[src/rtl/timer_device_if.sv]
// Bus bundle between the CPU-side bridge and the timer peripheral.
//   addr  : word address (byte address [31:2])
//   we    : write enable, sampled on the clock rising edge
//   wdata : write data
//   rdata : combinational read data from the peripheral
//   irq   : interrupt request toward CP0
interface timer_device_if;
  logic [29:0] addr;
  logic        we;
  logic [31:0] wdata;
  logic [31:0] rdata;
  logic        irq;

  modport master (
    output addr,
    output we,
    output wdata,
    input  rdata,
    input  irq
  );

  modport slave (
    input  addr,
    input  we,
    input  wdata,
    output rdata,
    output irq
  );
endinterface

[src/rtl/timer_device.sv]
// Memory-mapped down-counting timer with one-shot and auto-reload modes.
// Ports:
//   clk     : system clock, state updates on rising edge
//   reset_n : asynchronous active-low reset
//   bus     : slave side of timer_device_if (addr/we/wdata in, rdata/irq out)
// Register window (word offsets from BASE_ADDR): 0 CTRL, 1 PRESET, 2 COUNT, 3 reserved.
module timer_device #(
  parameter logic [31:0] BASE_ADDR = 32'h0000_7f00
) (
  input logic           clk,
  input logic           reset_n,
  timer_device_if.slave bus
);

  localparam logic [1:0] StIdle = 2'd0;
  localparam logic [1:0] StLoad = 2'd1;
  localparam logic [1:0] StCnt  = 2'd2;
  localparam logic [1:0] StInt  = 2'd3;

  logic [1:0]  state_q, state_d;
  logic        en_q, en_d;
  logic [1:0]  mode_q, mode_d;
  logic        im_q, im_d;
  logic [31:0] preset_q, preset_d;
  logic [31:0] count_q, count_d;
  logic        flag_q, flag_d;

  logic hit;
  logic wr_ctrl;
  logic wr_preset;
  logic one_shot;

  assign hit       = (bus.addr[29:2] == BASE_ADDR[31:4]);
  assign wr_ctrl   = bus.we && hit && (bus.addr[1:0] == 2'd0);
  assign wr_preset = bus.we && hit && (bus.addr[1:0] == 2'd1);
  assign one_shot  = (mode_q == 2'b00);

  always_comb begin
    state_d  = state_q;
    en_d     = en_q;
    mode_d   = mode_q;
    im_d     = im_q;
    preset_d = preset_q;
    count_d  = count_q;
    flag_d   = flag_q;

    // Any CTRL/PRESET access acknowledges a latched one-shot interrupt. The FSM
    // below runs afterwards so a set on the same edge overrides this clear.
    if (one_shot && (wr_ctrl || wr_preset)) begin
      flag_d = 1'b0;
    end

    unique case (state_q)
      StIdle: begin
        if (en_q) state_d = StLoad;
      end
      StLoad: begin
        count_d = preset_q;
        state_d = StCnt;
      end
      StCnt: begin
        if (!en_q) begin
          state_d = StIdle;
        end else if (count_q > 32'd1) begin
          count_d = count_q - 32'd1;
        end else begin
          // A preset of 0 terminates like a preset of 1; count never wraps.
          count_d = 32'd0;
          flag_d  = 1'b1;
          state_d = StInt;
        end
      end
      StInt: begin
        if (one_shot) begin
          en_d    = 1'b0;
          state_d = StIdle;
        end else begin
          flag_d  = 1'b0;
          state_d = StLoad;
        end
      end
      default: state_d = StIdle;
    endcase

    // CPU writes take priority over the FSM's own EN update.
    if (wr_ctrl) begin
      en_d   = bus.wdata[0];
      mode_d = bus.wdata[2:1];
      im_d   = bus.wdata[3];
    end
    if (wr_preset) begin
      preset_d = bus.wdata;
    end
  end

  always_ff @(posedge clk or negedge reset_n) begin
    if (!reset_n) begin
      state_q  <= StIdle;
      en_q     <= 1'b0;
      mode_q   <= 2'b00;
      im_q     <= 1'b0;
      preset_q <= 32'd0;
      count_q  <= 32'd0;
      flag_q   <= 1'b0;
    end else begin
      state_q  <= state_d;
      en_q     <= en_d;
      mode_q   <= mode_d;
      im_q     <= im_d;
      preset_q <= preset_d;
      count_q  <= count_d;
      flag_q   <= flag_d;
    end
  end

  always_comb begin
    bus.rdata = 32'd0;
    if (hit) begin
      unique case (bus.addr[1:0])
        2'd0:    bus.rdata = {28'd0, im_q, mode_q, en_q};
        2'd1:    bus.rdata = preset_q;
        2'd2:    bus.rdata = count_q;
        default: bus.rdata = 32'd0;
      endcase
    end
  end

  assign bus.irq = im_q & flag_q;

endmodule

[src/flat_wrapper.sv]
// flat-port wrapper written by rule: the top's interface ports become plain ports
module timer_device_flat 
#(
  parameter logic [31:0] BASE_ADDR = 32'h0000_7f00
)
  (clk, reset_n, bus_addr, bus_we, bus_wdata, bus_rdata, bus_irq);
  timer_device_if bus_i ();
  input logic clk;
  input logic reset_n;
  input wire logic [$bits(bus_i.addr)-1:0] bus_addr;
  input wire logic [$bits(bus_i.we)-1:0] bus_we;
  input wire logic [$bits(bus_i.wdata)-1:0] bus_wdata;
  output wire logic [$bits(bus_i.rdata)-1:0] bus_rdata;
  output wire logic [$bits(bus_i.irq)-1:0] bus_irq;
  assign bus_i.addr = bus_addr;
  assign bus_i.we = bus_we;
  assign bus_i.wdata = bus_wdata;
  assign bus_rdata = bus_i.rdata;
  assign bus_irq = bus_i.irq;
  timer_device #(.BASE_ADDR(BASE_ADDR)) u_core (.clk(clk), .reset_n(reset_n), .bus(bus_i));
endmodule
[config.mk]
export PLATFORM = sky130hd
export DESIGN_NAME = timer_device_flat
export DESIGN_NICKNAME = d
export VERILOG_FILES = /design/src/rtl/timer_device_if.sv /design/src/rtl/timer_device.sv /design/src/flat_wrapper.sv
export SDC_FILE = /design/constraint.sdc
export NUM_CORES = 1
export LEC_CHECK = 0
export CAP_MARGIN = 20
export CORE_ASPECT_RATIO = 1.4
export CORE_MARGIN = 2
export CORE_UTILIZATION = 46
export DETAILED_ROUTE_END_ITERATION = 8
export PLACE_DENSITY = 0.78
export SLEW_MARGIN = 20
export SYNTH_ARGS = -nofsm -noshare
export SYNTH_HDL_FRONTEND = slang
export SYNTH_SLANG_ARGS = --single-unit
[constraint.sdc]
create_clock -name clk -period 2.6 [get_ports clk]
set_clock_uncertainty 0.15 [all_clocks]
set_input_delay 0.26 -clock clk [delete_from_list [all_inputs] [get_ports clk]]
set_output_delay 0.26 -clock clk [all_outputs]
set_load 0.01 [all_outputs]
[After elaboration in Yosys (flattened, before gate mapping)]
Cells that the tools add are included.
Word-level totals
  register bits after elaboration: 71
  latch bits: 0
  bits in writable memories: 0
  bits in read-only memories: 0
  input port bits: 65
  word-level logic and storage cells: 51
  memories kept: 0
Operators by class
  add/sub/neg operators: 1
  multipliers: 0
  div/mod/pow operators: 0
  $lt $le $gt $ge: 1
  equality and inequality tests: 9
  shift-type cells: 0
  mux-type cells: 18
  bitwise gates (word level): 1
  reduce and logical (&&, ||, !) cells: 14
Operator list (number)
  $mux W32: 3
  $pmux W32 S3: 1
  $pmux W32 S2: 1
  $gt A32 B1 Y1 const B: 1
  $sub A32 B1 Y32 const B: 1
  $eq A28 B11 Y1 const B: 1
  $mux W1: 8
  $pmux W2 S4: 1
  $eq A2 B2 Y1 const B: 3
  $logic_not A2 Y1: 3
  $mux W2: 3
  $reduce_and A2 Y1: 3
  $reduce_bool A2 Y1: 3
  $eq A2 B1 Y1 const B: 2
  $logic_and A1 B1 Y1: 4
  $ne A2 B1 Y1 const B: 2
  $ne A3 B3 Y1 const B: 1
  $pmux W1 S2: 1
  $and A1 B1 Y1: 1
  $logic_or A1 B1 Y1: 1

[Depth between registers and ports, before layout]
Gate-level depths: netlist (run 1).
  depth in word-level cells: 9
  depth in mapped cells: 10

[Worst setup path after synthesis (run 1)]
No wires, ideal clock.
  path kind: register -> register
  from: register u_core.count_q[0]
  to: register u_core.count_q[30]
  arrival: 2447 ps
  slack: -63 ps
  cell stages (with the launch flop): 10
  buffers on the path: 1
  period minus slack after synthesis: 2663 ps
  cell sequence: dfrtp_1 -> inv_1 -> ha_1 -> or4b_1 -> buf_2 -> nor4_4 -> nand2_2 -> or4b_1 -> a21oi_1 -> a221o_1
On the way
  longest elaborated chain between the ends: 4
Ends and longest elaborated chain
  from (decl): line timer_device.sv:25  | logic [31:0] count_q, count_d;
  from (signal assigned): line timer_device.sv:111  | count_q <= count_d;
  $sub A32 B1 Y32 or $gt A32 B1 Y1 (tied branches): line timer_device.sv:65, timer_device.sv:64
  $mux W32 *: line timer_device.sv:64  | end else if (count_q > 32'd1) begin
  $mux W32 *: line timer_device.sv:62  | if (!en_q) begin
  $pmux W32 S2 *: line timer_device.sv:53  | unique case (state_q)
Every way passes the cells marked *; elsewhere a longest branch is shown, timed or not. The select of a mux whose other input is x is not followed.
A chain may end at the register's enable or synchronous reset.

[Worst setup path after layout (run 1)]
Ends and elaborated chain as after synthesis.

==> results.md, run 1 <==
- Number of global-route vias before repair: 4121
- Number of fillers in the final layout: 729
- Worst-path cell chain: inv_1 -> ha_1 -> or4b_4 -> nor4_4 -> nand2_2 -> or4b_1 -> a21oi_1 -> a221o_1
- Relative slew slack: 0.479
- Slew @ Worst Pin: 0.782 ns
- Yosys cell types: 54
- Power, Total: 2.38 mW
- CTS Root Cell: clkbuf_16
- Critical path capture point type: flip-flop
- Main combinational cell family by area after synthesis: compound AO/OA/AOI/OAI gates
- N_diodes: 0
- Area leader, netlist: dfrtp_1
- Final setup viols: 0
- WP buf/inv: 1
- Max Root-Sink Buffers: 2
- Routed Wire Length: 12300 um
- CP Max Fanout: 6
- Die Ht: 116 um
- Grt peak-use layer: met2
- Met3 Resource Use GR: 0.0622
- Final worst-path cycle share: 0.969
- Most common cell in the netlist: dfrtp_1
- Mean routed wirelength per cell: 18.4 um
- Chip width: 84.2 um
- Hold Crit Class: input pin to flip-flop
- M2 GR Usage: 0.458
- Pwr per Cell Area: 410 nW/um2
- Crit-path slowest cell: or4b_4
- Leak: 2.80 nW
- Mapped Cells: 441
- Syn_area_per_cell: 9.40 um2
- Initial Util: 0.467
- Worst Path Required: 2.73 ns
- Main flop type after synthesis: dfrtp_1
- Gr ovfl total: 0
- Row count: 41
- Asr flop ratio synth: 1.00
- Core Area: 8870 um2
- Sink Count: 71
- CTS tree: yes
- Synth Area in Adders: 0.00604
- Status: completed
- Post-route ant nets: 0
- Port-buffer cells: 97
- Worst skew pair latency: 0.34 ns
- Via density: 6.22
- Seq/Total Area, Yosys: 0.428
- Top-Level Pins: 98
- Reg power frac: 0.465
- Post-synth EDFFs: 0
- Setup CP Type: flip-flop to flip-flop
- Detail Placement HPWL: 8610 um
- Layout area overhead: 39.8%
- Met1 usage: 0.285
- Largest cells by area after synthesis: dfrtp_1 43%, mux2_2 9.5%, a22oi_1 6.7%
- Internal power: 1.87 mW
- H-tree depth: 3
- Final Util: 0.653
- Switching power: 0.510 mW
- Share of layout cells above drive strength 1: 0.196
- Top delay family on crit path: simple AND/OR/NAND/NOR gates
- Via count: 4153
- Fmax: 0.397 GHz
- XOR/XNOR share of the synthesized area: 0
- Count of final hold-check violations: 0
- Syn_nets: 508
- Cell Area, Placed: 5430 um2
- Switch share: 0.214
- Min setup slack post-route: 0.0815 ns
- Complex-gate fraction of the synthesized area: 0.218
- Clk pwr share: 0.468
- Slew Limit Fails: 0
- Post-Syn Area: 4150 um2
- # Max-Cap Violations: 0
- Maximum number of pins on one net before global-route repair: 42
- RSZ-0062 raised after global routing: true
- Multiplexer share of the synthesized area: 0.110
- Comb power frac: 0.067
- Share of the synthesized area in the top cell type: 0.428
- RePlAce Congestion: 0.935
- Reg clk slew, reported paths: 0.05 ns
- 1st-pass router iterations: 5
- First-pass GRT wire length: 19700 um
- Pre-CTS setup slack: -0.0397 ns
- Setup TNS: 0 ns
- Maximum vdd drop: 0.000380 V
- Synth Warn #: 0
- Synth Register Bits: 71
- Post-synth top cells: 71 x dfrtp_1, 53 x nor2_1, 37 x a22oi_1, 35 x mux2_2, 27 x o21ai_0
- Num CTS Buffers: 9
- Slowest cell delay on critical path: 0.51 ns
- Critical Path AT: 2.65 ns
- GRT Total Usage: 0.252
- DR iter-0 viols: 374
- Post-Synth Simple-Gate Area: 0.191
- Die area: 9800 um2
- Post-route cell area: 5800 um2
- # nets final: 624
- Initial antenna violation count: 0
- CP Launch Type: flip-flop
- Drt drc: 0
- Final critical-path required period: 2.52 ns
==> tightest hold or removal path, cell delays in order <==
cell	delay [ns]
clkdlybuf4s50_1	0.42
nand2_1	0.06
o21ai_0	0.06
==> registers in the layout (all words and copies together) (netlist names) <==
name and cells:
u_core.count_q 32, u_core.en_q 1, u_core.flag_q 1, u_core.im_q 1, u_core.mode_q 2, u_core.preset_q 32
u_core.state_q 2
==> through the flow <==
stage / hold slack (ns) / std cells
2_1_floorplan: -0.186 / 441
3_3_place_gp: 0.223 / 651
3_5_place_dp: 0.228 / 651
4_1_cts: 0.348 / 667
5_1_grt: 0.388 / 668
6_report: 0.351 / 668
==> path summary, 6_finish.rpt <==
kind	from	endpoint	slack (ns)	cells after the start
setup / recovery	u_core.count_q[0]	u_core.count_q[30]	0.08	8
hold / removal	bus_wdata[0]	u_core.en_q	0.35	3
setup reg to reg	u_core.count_q[0]	u_core.count_q[30]	0.08	8
hold reg to reg	u_core.preset_q[24]	u_core.count_q[24]	0.37	2
max in group asynchronous	reset_n	u_core.count_q[7]	1.24	3
min in group asynchronous	reset_n	u_core.preset_q[23]	0.39	2
==> per-layer routing <==
metal / part of all wire / wire length, um
met1: 0.38 / 4640
met3: 0.075 / 919
met5: 0 / 0
met4: 0.021 / 259
met2: 0.53 / 6500
==> timing repair <==
action,4_1_cts,5_1_grt
hold buffers,1,0
resized for setup,20,25
setup buffers,0,0
gates cloned,0,1
endpoints found under the setup margin,28,33
pin swaps,0,1
hold endpoints to repair,30,0
==> kinds of logic after synthesis <==
group / Yosys count
AO/OA/AOI/OAI: 132
adder cells (fa/ha/maj): 2
buffers and inverters: 46
flip-flops: 71
multiplexers: 41
AND/OR/NAND/NOR: 149
==> final cells by class <==
| type | instances | area (um2) | area share |
|---|---|---|---|
| sequential | 71 | 1780 | 0.306 |
| inverter | 13 | 48.8 | 0.00842 |
| timing repair buffer | 138 | 1330 | 0.230 |
| clock inverter | 1 | 5.00 | 0.000863 |
| clock buffer | 14 | 254 | 0.0438 |
| tap | 107 | 134 | 0.0231 |
| multi-input combinational | 324 | 2250 | 0.388 |
==> cells in the final DEF, fill, tap and decap left out, drive strengths merged, types with 15 or more instances in the layout <==
master,count
nor4,16
dfrtp,71
dlygate4sd2,18
o21ai,28
buf,40
nor2,55
a21oi,20
nand2,27
clkdlybuf4s50,64
a22oi,37
clkbuf,15
mux2,35
==> power groups by stage <==
| stage | logic [mW] | clock network (mW) | registers (mW) |
|---|---|---|---|
| final | 0.159 | 1.11 | 1.11 |
| after global routing | 0.172 | 1.17 | 1.11 |
| after CTS | 0.159 | 1.13 | 1.11 |
| after detailed placement | 0.156 | 0 | 1.13 |
| after global placement | 0.154 | 0 | 1.13 |
| after floorplan | 0.0209 | 0 | 1.13 |
Power figures use the tool's default switching activity.
==> run 2: changes to the inputs <==
CORE_MARGIN = not set   (was 2)
SLEW_MARGIN = 40   (was 20)
==> run 2 against run 1 <==
Effect of this change:
- wire length rose by 2.1%
- non-clock buffer count rose by 3
- hold slack got worse by 0.015 ns
- combinational power barely moved
- register-to-register slack barely moved
- critical path depth did not move
- global-route usage rose by 2.5 points
- worst setup slack improved by 0.0047 ns
- first-iteration DRC count fell by 40%
- maximum frequency rose by 0.19%
- clock power rose by 5%
- cell count rose by 0.15%
- largest cell class unchanged
- largest power group is now the clock network
==> results.md, run 2 (synthesized netlist as in run 1, its figures left out) <==
- # nets final: 627
- Slew @ Worst Pin: 0.653 ns
- Worst skew pair latency: 0.34 ns
- Final critical-path required period: 2.51 ns
- Drt drc: 0
- Die area: 9400 um2
- Regs by FF count: u_core.count_q: 32 flops, u_core.preset_q: 32 flops
- Maximum vdd drop: 0.000449 V
- Reg clk slew, reported paths: 0.05 ns
- Pwr per Cell Area: 415 nW/um2
- WHS: 0.336 ns
- CP Max Fanout: 3
- Initial Util: 0.479
- Commonest non-fill, non-tap cell in the layout: dfrtp_1
- Row count: 40
- Most frequent cells in the layout: 71 x dfrtp_1, 64 x clkdlybuf4s50_1, 52 x nor2_1
- Number of global-route vias before repair: 4145
- Status: completed
- Final worst-path cycle share: 0.967
- Chip width: 82.2 um
- Finished Layout Cells: 669
- Slew Limit Fails: 0
- Post-route ant nets: 0
- Hold Crit Class: input pin to asynchronous set/reset pin
- Maximum number of pins on one net before global-route repair: 36
- Cell total after placement: 651
- Count of final hold-check violations: 0
- First-pass GRT wire length: 19800 um
- CTS tree: yes
- Critical path capture point type: flip-flop
- Initial antenna violation count: 0
- Via count: 4057
- Worst Path Required: 2.73 ns
- Power, Total: 2.43 mW
- CTS Root Cell: clkbuf_16
- Max Root-Sink Buffers: 2
- Sink Count: 71
- Setup TNS: 0 ns
- Gr ovfl total: 0
- Via density: 6.06
- Pre-CTS setup slack: -0.0484 ns
- Layout area overhead: 41.5%
- Mean routed wirelength per cell: 18.8 um
- CP Launch Type: flip-flop
- Num CTS Buffers: 9
- Port-buffer cells: 97
- Core Area: 8660 um2
- Routed Wire Length: 12600 um
- Internal power: 1.92 mW
- Final setup viols: 0
- Switching power: 0.510 mW
- Flop2flop setup slack: 0.09 ns
- RePlAce Congestion: 0.895
- Detail Placement HPWL: 8540 um
- Reg power frac: 0.454
- Top-Level Pins: 98
- # Max-Cap Violations: 0
- GRT Total Usage: 0.277
- Clk pwr share: 0.479
- Die Ht: 114 um
- Fmax: 0.398 GHz
- N_diodes: 0
- DR iter-0 viols: 225
- Critical Path AT: 2.64 ns
- Setup CP Type: flip-flop to flip-flop
- Leak: 2.71 nW
- Comb power frac: 0.067
- Share of layout cells above drive strength 1: 0.218
- H-tree depth: 3
- Min setup slack post-route: 0.0862 ns
- Relative slew slack: 0.564
- Switch share: 0.209
- 1st-pass router iterations: 5
## run 2: cell count changes in the layout (fill, tap and decap cells not counted), sizes merged
cell / previous run / this run
clkbuf: 15 / 16
dlymetal6s2s: 14 / 5
dlygate4sd2: 18 / 27
buf: 40 / 43
clkinv: 1 / 0
## run 2: final timing paths
kind / from / endpoint / depth (start not counted)
worst max-delay path: u_core.count_q[0] / u_core.count_q[30] / 8
worst min-delay path: reset_n / u_core.preset_q[5] / 2
worst max register to register: u_core.count_q[0] / u_core.count_q[30] / 8
worst min register to register: u_core.preset_q[27] / u_core.count_q[27] / 2
max in group asynchronous: reset_n / u_core.preset_q[22] / 3
min in group clk: bus_wdata[0] / u_core.en_q / 3
## run 2: critical path, stage by stage, from the launching register on
cell	delay [ns]
dfrtp_1	0.41
inv_2	0.11
ha_4	0.15
or4b_4	0.50
nor4_4	0.26
nand2_2	0.10
or4b_4	0.49
a21oi_2	0.16
a221o_1	0.12
## run 2: per-layer routing
| metal | track usage | routed length (um) |
|---|---|---|
| met1 | 0.326 | 4750 |
| met2 | 0.485 | 6700 |
| met3 | 0.0462 | 909 |
| met4 | 0.117 | 218 |
| met5 | 0 | 0 |
## run 2: power groups by stage
| stage | combinational (mW) | sequential, mW | clock, mW |
|---|---|---|---|
| 2_1_floorplan | 0.0209 | 1.13 | 0 |
| 3_3_place_gp | 0.154 | 1.13 | 0 |
| 3_5_place_dp | 0.157 | 1.13 | 0 |
| 4_1_cts | 0.159 | 1.11 | 1.18 |
| 5_1_grt | 0.177 | 1.10 | 1.23 |
| 6_report | 0.162 | 1.11 | 1.17 |
## run 2: stage by stage
stage	area (um2)	utilization
floorplan	4150	-
global placement	5450	0.630
detailed placement	5450	0.630
CTS	5710	0.660
global route	5870	0.677
finish	5870	0.677
## run 2: repair_timing
item                                   4_1_cts  5_1_grt
hold buffers                                 1        0
cloned                                       0        1
pin swaps                                    0        2
gates resized for setup                     28       29
setup endpoints to repair                   29       27
endpoints found under the hold margin       25        0
buffers inserted                             0        1
## run 2: area by class of cell
cell class	instances	area, um2
inverters	13	48.8
well taps	105	131
flip-flops and latches	71	1780
multi-input cells	324	2300
clock buffers	15	278
repair buffers	141	1330
fillers	705	2790
